### src/rtl/ctrl_pkg.sv
`default_nettype none
// +--------------------------------------------------------------------------+
// | ctrl_pkg: shared condition codes, NZCV bit indices and stage bundle.     |
// | Revision: 1.0                                                            |
// +--------------------------------------------------------------------------+
package ctrl_pkg;

    localparam logic [3:0] COND_EQ = 4'h0;
    localparam logic [3:0] COND_NE = 4'h1;
    localparam logic [3:0] COND_CS = 4'h2;
    localparam logic [3:0] COND_CC = 4'h3;
    localparam logic [3:0] COND_MI = 4'h4;
    localparam logic [3:0] COND_PL = 4'h5;
    localparam logic [3:0] COND_VS = 4'h6;
    localparam logic [3:0] COND_VC = 4'h7;
    localparam logic [3:0] COND_HI = 4'h8;
    localparam logic [3:0] COND_LS = 4'h9;
    localparam logic [3:0] COND_GE = 4'hA;
    localparam logic [3:0] COND_LT = 4'hB;
    localparam logic [3:0] COND_GT = 4'hC;
    localparam logic [3:0] COND_LE = 4'hD;
    localparam logic [3:0] COND_AL = 4'hE;
    localparam logic [3:0] COND_NV = 4'hF;

    localparam int FLAG_N = 3;
    localparam int FLAG_Z = 2;
    localparam int FLAG_C = 1;
    localparam int FLAG_V = 0;

    // Post-Execute slot: write enables are already predicated by CondEx.
    typedef struct packed {
        logic valid;
        logic reg_write;
        logic mem_to_reg;
        logic mem_write;
        logic pc_src;
    } ctrl_stage_t;

endpackage
`default_nettype wire

### src/rtl/cond_eval.sv
`default_nettype none
// +--------------------------------------------------------------------------+
// | cond_eval: combinational ARM condition-field check against NZCV.         |
// | Revision: 1.0                                                            |
// +--------------------------------------------------------------------------+
module cond_eval
    import ctrl_pkg::*;
(
    input  logic [3:0] i_cond,
    input  logic [3:0] i_flags,
    output logic       o_pass
);

    logic w_n, w_z, w_c, w_v;

    assign w_n = i_flags[FLAG_N];
    assign w_z = i_flags[FLAG_Z];
    assign w_c = i_flags[FLAG_C];
    assign w_v = i_flags[FLAG_V];

    always_comb begin
        o_pass = 1'b0;
        case (i_cond)
            COND_EQ: o_pass = w_z;
            COND_NE: o_pass = ~w_z;
            COND_CS: o_pass = w_c;
            COND_CC: o_pass = ~w_c;
            COND_MI: o_pass = w_n;
            COND_PL: o_pass = ~w_n;
            COND_VS: o_pass = w_v;
            COND_VC: o_pass = ~w_v;
            COND_HI: o_pass = w_c & ~w_z;
            COND_LS: o_pass = ~w_c | w_z;
            COND_GE: o_pass = (w_n == w_v);
            COND_LT: o_pass = (w_n != w_v);
            COND_GT: o_pass = ~w_z & (w_n == w_v);
            COND_LE: o_pass = w_z | (w_n != w_v);
            COND_AL: o_pass = 1'b1;
            default: o_pass = 1'b0;
        endcase
    end

endmodule
`default_nettype wire

### src/rtl/ctrl_pipe.sv
`default_nettype none
// +--------------------------------------------------------------------------+
// | ctrl_pipe: Decode->Execute->Memory(xMEM_STAGES)->Writeback control path  |
// | with condition predication, freeze and optional counters (CTRL_PERF_EN). |
// | Revision: 1.0                                                            |
// +--------------------------------------------------------------------------+
module ctrl_pipe
    import ctrl_pkg::*;
#(
    parameter int ALUCTL_W   = 3,
    parameter int MEM_STAGES = 1,
    parameter int PERF_W     = 32
) (
    input  logic                clk,
    input  logic                reset,
    input  logic                ValidD,
    input  logic                PCSrcD,
    input  logic                RegWriteD,
    input  logic                MemtoRegD,
    input  logic                MemWriteD,
    input  logic                BranchD,
    input  logic                ALUSrcD,
    input  logic                NoWriteD,
    input  logic [1:0]          FlagWriteD,
    input  logic [ALUCTL_W-1:0] ALUControlD,
    input  logic [3:0]          CondD,
    input  logic [3:0]          ALUFlags,
    input  logic                FlushE,
    input  logic                MemReady,
    output logic                ALUSrcE,
    output logic [ALUCTL_W-1:0] ALUControlE,
    output logic                MemtoRegE,
    output logic                CondExE,
    output logic                BranchTakenE,
    output logic                MemWriteM,
    output logic                RegWriteM,
    output logic                PCSrcM,
    output logic                RegWriteW,
    output logic                MemtoRegW,
    output logic                PCSrcW,
    output logic                PCBusy,
    output logic [3:0]          Flags,
    output logic [PERF_W-1:0]   PerfRetired,
    output logic [PERF_W-1:0]   PerfSquashed,
    output logic [PERF_W-1:0]   PerfStall
);

    logic                r_valid_e, r_pcsrc_e, r_regwrite_e, r_memtoreg_e;
    logic                r_memwrite_e, r_branch_e, r_alusrc_e, r_nowrite_e;
    logic [1:0]          r_flagwrite_e;
    logic [ALUCTL_W-1:0] r_aluctl_e;
    logic [3:0]          r_cond_e;
    logic [3:0]          r_flags;
    ctrl_stage_t         r_mem [MEM_STAGES];
    ctrl_stage_t         r_wb;
    ctrl_stage_t         w_stage_e;
    logic                w_pass;
    logic                w_unused;

    cond_eval u_cond_eval (
        .i_cond  (r_cond_e),
        .i_flags (r_flags),
        .o_pass  (w_pass)
    );

    assign CondExE      = r_valid_e & w_pass;
    assign BranchTakenE = r_branch_e & CondExE;

    always_comb begin
        w_stage_e            = '0;
        w_stage_e.valid      = r_valid_e;
        w_stage_e.reg_write  = r_regwrite_e & CondExE & ~r_nowrite_e;
        w_stage_e.mem_to_reg = r_memtoreg_e;
        w_stage_e.mem_write  = r_memwrite_e & CondExE;
        w_stage_e.pc_src     = r_pcsrc_e & CondExE;
    end

    // A freeze also swallows FlushE; the hazard unit keeps the Decode slot.
    always_ff @(posedge clk or negedge reset) begin
        if (!reset) begin
            r_valid_e     <= 1'b0;
            r_pcsrc_e     <= 1'b0;
            r_regwrite_e  <= 1'b0;
            r_memtoreg_e  <= 1'b0;
            r_memwrite_e  <= 1'b0;
            r_branch_e    <= 1'b0;
            r_alusrc_e    <= 1'b0;
            r_nowrite_e   <= 1'b0;
            r_flagwrite_e <= '0;
            r_aluctl_e    <= '0;
            r_cond_e      <= '0;
        end else if (MemReady) begin
            if (FlushE) begin
                r_valid_e     <= 1'b0;
                r_pcsrc_e     <= 1'b0;
                r_regwrite_e  <= 1'b0;
                r_memtoreg_e  <= 1'b0;
                r_memwrite_e  <= 1'b0;
                r_branch_e    <= 1'b0;
                r_alusrc_e    <= 1'b0;
                r_nowrite_e   <= 1'b0;
                r_flagwrite_e <= '0;
                r_aluctl_e    <= '0;
                r_cond_e      <= '0;
            end else begin
                r_valid_e     <= ValidD;
                r_pcsrc_e     <= PCSrcD;
                r_regwrite_e  <= RegWriteD;
                r_memtoreg_e  <= MemtoRegD;
                r_memwrite_e  <= MemWriteD;
                r_branch_e    <= BranchD;
                r_alusrc_e    <= ALUSrcD;
                r_nowrite_e   <= NoWriteD;
                r_flagwrite_e <= FlagWriteD;
                r_aluctl_e    <= ALUControlD;
                r_cond_e      <= CondD;
            end
        end
    end

    always_ff @(posedge clk or negedge reset) begin
        if (!reset) begin
            r_flags <= '0;
        end else if (MemReady && CondExE) begin
            if (r_flagwrite_e[1]) r_flags[FLAG_N:FLAG_Z] <= ALUFlags[FLAG_N:FLAG_Z];
            if (r_flagwrite_e[0]) r_flags[FLAG_C:FLAG_V] <= ALUFlags[FLAG_C:FLAG_V];
        end
    end

    always_ff @(posedge clk or negedge reset) begin
        if (!reset) begin
            for (int i = 0; i < MEM_STAGES; i++) r_mem[i] <= '0;
            r_wb <= '0;
        end else if (MemReady) begin
            r_mem[0] <= w_stage_e;
            for (int i = 1; i < MEM_STAGES; i++) r_mem[i] <= r_mem[i-1];
            r_wb <= r_mem[MEM_STAGES-1];
        end
    end

    always_comb begin
        PCBusy = w_stage_e.pc_src | r_wb.pc_src;
        for (int i = 0; i < MEM_STAGES; i++) PCBusy = PCBusy | r_mem[i].pc_src;
    end

    assign ALUSrcE     = r_alusrc_e;
    assign ALUControlE = r_aluctl_e;
    assign MemtoRegE   = r_memtoreg_e;
    assign MemWriteM   = r_mem[0].mem_write;
    assign RegWriteM   = r_mem[MEM_STAGES-1].reg_write;
    assign PCSrcM      = r_mem[MEM_STAGES-1].pc_src;
    assign RegWriteW   = r_wb.reg_write;
    assign MemtoRegW   = r_wb.mem_to_reg;
    assign PCSrcW      = r_wb.pc_src;
    assign Flags       = r_flags;
    assign w_unused    = ^{r_wb.valid, r_wb.mem_write};

`ifdef CTRL_PERF_EN
    logic [PERF_W-1:0] r_retired, r_squashed, r_stall;

    // All three counters saturate rather than wrap.
    always_ff @(posedge clk or negedge reset) begin
        if (!reset) begin
            r_retired  <= '0;
            r_squashed <= '0;
            r_stall    <= '0;
        end else begin
            if (MemReady && r_wb.valid && (r_retired != '1))
                r_retired <= r_retired + PERF_W'(1);
            if (MemReady && r_valid_e && !w_pass && (r_squashed != '1))
                r_squashed <= r_squashed + PERF_W'(1);
            if (!MemReady && (r_stall != '1))
                r_stall <= r_stall + PERF_W'(1);
        end
    end

    assign PerfRetired  = r_retired;
    assign PerfSquashed = r_squashed;
    assign PerfStall    = r_stall;
`else
    assign PerfRetired  = '0;
    assign PerfSquashed = '0;
    assign PerfStall    = '0;
`endif

endmodule
`default_nettype wire

### config.mk
export PLATFORM = sky130hd
export DESIGN_NAME = ctrl_pipe
export DESIGN_NICKNAME = d
export VERILOG_FILES = /design/src/rtl/ctrl_pkg.sv /design/src/rtl/cond_eval.sv /design/src/rtl/ctrl_pipe.sv
export SDC_FILE = /design/constraint.sdc
export NUM_CORES = 1
export LEC_CHECK = 0
export ABC_CLOCK_PERIOD_IN_PS = 5400
export BUFFER_PORTS_ARGS = -buffer_cell sky130_fd_sc_hd__buf_2
export CORE_ASPECT_RATIO = 0.5
export CORE_MARGIN = 2
export CORE_UTILIZATION = 45
export CTS_CLUSTER_DIAMETER = 150
export DETAILED_ROUTE_END_ITERATION = 10
export PLACE_DENSITY = 0.86
export SYNTH_ARGS = -nofsm -noshare
export SYNTH_HDL_FRONTEND = slang
export SYNTH_SLANG_ARGS = --single-unit
### constraint.sdc
create_clock -name clk -period 5.4 [get_ports clk]
set_input_delay 1.08 -clock clk [delete_from_list [all_inputs] [get_ports clk]]
set_output_delay 1.08 -clock clk [all_outputs]
set_load 0.01 [all_outputs]
==> key figures <==
Outcome
  • Status: finished, final reports clean

Synth
  • Flops & latches, synth: 28
  • Post-synth EDFFs: 0
  • Cells after Synth: 226
  • Yosys cell types: 27
  • Top_reg_cell synth: dfrtp_1
  • Ys Warns: 0
  • Syn_area_per_cell: 8.875 um2
  • Async SR Flop Fraction: 100.0%
  • Register area share after synthesis: 34.93%
  • Synth area leader: buf_4
  • Share of Yosys cell area claimed by the top area cell type: 35.93%
  • Synth area leaders: buf_4, dfrtp_1, o21ai_0
  • Mapped cell area: 2006 um2

Detailed routing
  • Post-route DRC violation count: 0
  • Vias per cell: 3.901
  • Vias: 1264
  • DRT iter0 DRCs: 54
  • DRT Wirelength: 3.084 mm
  • Final ANT Viol Nets: 0
  • DR pass1 iterations: 6
  • Routed len/inst: 9.519 um

Global route
  • Met3 usage: 2.462%
  • Grt ovf: 0
  • Initial antenna violation count: 0
  • Vias in the first global route: 1108
  • Pin count of the biggest net entering global routing: 35
  • Top Usage Layer GRT: met2
  • Met1 global-route usage: 13.73%
  • Grt met2 use: 22.45%
  • First-pass GRT wire length: 4.905 mm
  • Total GRT Usage: 12.07%

Finish
  • Cell area after layout: 1979 um2
  • Share of cells above drive strength 1: 21.35%
  • Fillers: 412
  • Commonest non-fill, non-tap cell in the layout: conb_1
  • Commonest cells after routing, fill and taps aside: conb_1, buf_2, dfrtp_1
  • Final #Nets: 293
  • Area Growth Syn to Fin: -1.310%
  • N_diodes: 0

Timing
  • Final hold viol count: 0
  • Fin crit period: 3164 ps
  • Slew HR: 38.31%
  • Worst slew pin tran: 923.4 ps
  • Final setup viols: 0
  • RSZ-0062 raised after global routing: false
  • Slew Limit Fails: 0
  • Period Utilization, post-route: 58.60%
  • Clock Skew: 2.973 ps
  • Total negative setup slack: 0 ps
  • Fmax: 316.0 MHz

Clock tree
  • Post-CTS Resized: 0
  • CTS tree: built
  • Clock transition at path regs: 90 ps
  • Cts hold-fix bufs: 0
  • Clk sinks: 28
  • TritonCTS buffer count: 3
  • Clock Path Buffers: 2
  • CTS Root Cell: clkbuf_8
  • Max H-tree Level: 1
  • Clk_lat worst skew: 270 ps
  • Setup Fix Bufs, Post-CTS: 0

Power
  • Pwr Density: 277.7 nW/um2
  • Power Total: 0.5497 mW
  • Max IR drop VDD: 0.0001036 V
  • Leak pwr: 1.123 nW

Setup path
  • Worst EP arrival: 2080 ps
  • Worst EP required: 4320 ps
  • Critical Path Sink Type: output port
  • CP max stage cell: dfrtp_1
  • Max FO, Critical Path: 5
  • Worst R2R Setup Slack: 3440 ps
  • Crit Path Class: reg2out
  • Worst path cell trace: xor2_1 > o31ai_1 > or3_1 > a32oi_2 > nand2b_4 > o21ai_0 > buf_2
  • CP max stage delay: 450 ps
  • Critical path launch point type: flop
  • FF-to-FF path depth: 7

Die
  • Boundary Pins: 139
  • Row count: 17
  • Die span in y: 51.21 um
  • Die Wd: 98.42 um
  • Core area: 4339 um2
  • Initial core utilization: 46.22%
  • Full die area: 5039 um2

Place
  • Routability congestion estimate: 0.7686
  • Post-DP HPWL: 2.340 mm
  • Port Buffers: 42
  • Placed cell area: 1908 um2

Hold path
  • Hold Crit Class: reg2reg
  • WHS Path Cells: 1

Flow run
  • Max-Cap Viols: 0
where the power goes:
group / total, mW / internal [mW] / switching [mW] / leakage, nW
logic: 0.134 / 0.0504 / 0.0839 / 0.718
clock network: 0.162 / 0.0992 / 0.0627 / 0.0357
registers: 0.253 / 0.231 / 0.0221 / 0.369
sequential cells by signal, summed over array words and instances, names as in the netlist, 2 cells and up:
signal,count
ALUControlE,3
Flags,4
r_cond_e,4
r_flagwrite_e,2
final timing paths:
kind	end	startpoint
min reg2reg	MemtoRegW	MemtoRegW
min	MemtoRegW	MemtoRegW
min in group asynchronous	ALUControlE[0]	reset
max in group asynchronous	r_cond_e[0]	reset
max	PCBusy	Flags[3]
max reg2reg	RegWriteM	Flags[3]
critical path, delay by kind of cell, from the launching register on:
kind / cells / cell delay, ps
AO/OA/AOI/OAI: 3 / 390
flip-flops: 1 / 450
buffers and inverters: 1 / 140
XOR/XNOR: 1 / 300
AND/OR/NAND/NOR: 2 / 530
metrics by stage:
| step | worst slack, ps | util, % | hold WS (ps) | instances |
|---|---|---|---|---|
| 5_1_grt | 2109 | 45.62 | 538.9 | 324 |
| 3_5_place_dp | 2565 | 43.97 | 495.6 | 320 |
| 2_1_floorplan | 2760 | - | 475.0 | 321 |
| 6_report | 2236 | 45.62 | 511.7 | 324 |
| 3_3_place_gp | 2620 | 43.97 | 491.3 | 320 |
| 4_1_cts | 2246 | 45.62 | 517.3 | 324 |
synth_stat cells, types with 3 or more instances:
cell type  count
nand3_1        4
nand2_1       16
nor2_1         4
mux2_2         8
buf_4         96
mux2i_1        3
clkbuf_1       4
nand3b_1       5
o21ai_0       19
inv_1         19
nor2b_1        3
dfrtp_1       28
per-layer routing:
layer	share of wire, %	vias to the layer above
li1	-	610
met1	40	576
met2	51	74
met3	8.4	4
met4	1.1	0
met5	0	-
kinds of logic after synthesis:
| family | Yosys count | share of synthesized area [%] |
|---|---|---|
| multiplexers | 11 | 5.989 |
| buffers and inverters | 120 | 40.42 |
| AND/OR/NAND/NOR | 38 | 9.857 |
| XOR/XNOR | 2 | 0.8735 |
| other | 1 | 0.1870 |
| AO/OA/AOI/OAI | 26 | 7.736 |
| flip-flops | 28 | 34.93 |
final cells by class:
class / count / area, um2 / share of cell area [%]
clock buffer: 3 / 41.29 / 2.086
clock inverter: 1 / 30.03 / 1.517
inverter: 20 / 75.07 / 3.793
multi-input combinational: 173 / 850.8 / 42.98
sequential: 28 / 700.7 / 35.40
tap: 57 / 71.32 / 3.603
timing repair buffer: 42 / 210.2 / 10.62
Note: power is estimated with default switching activity, not from simulation.
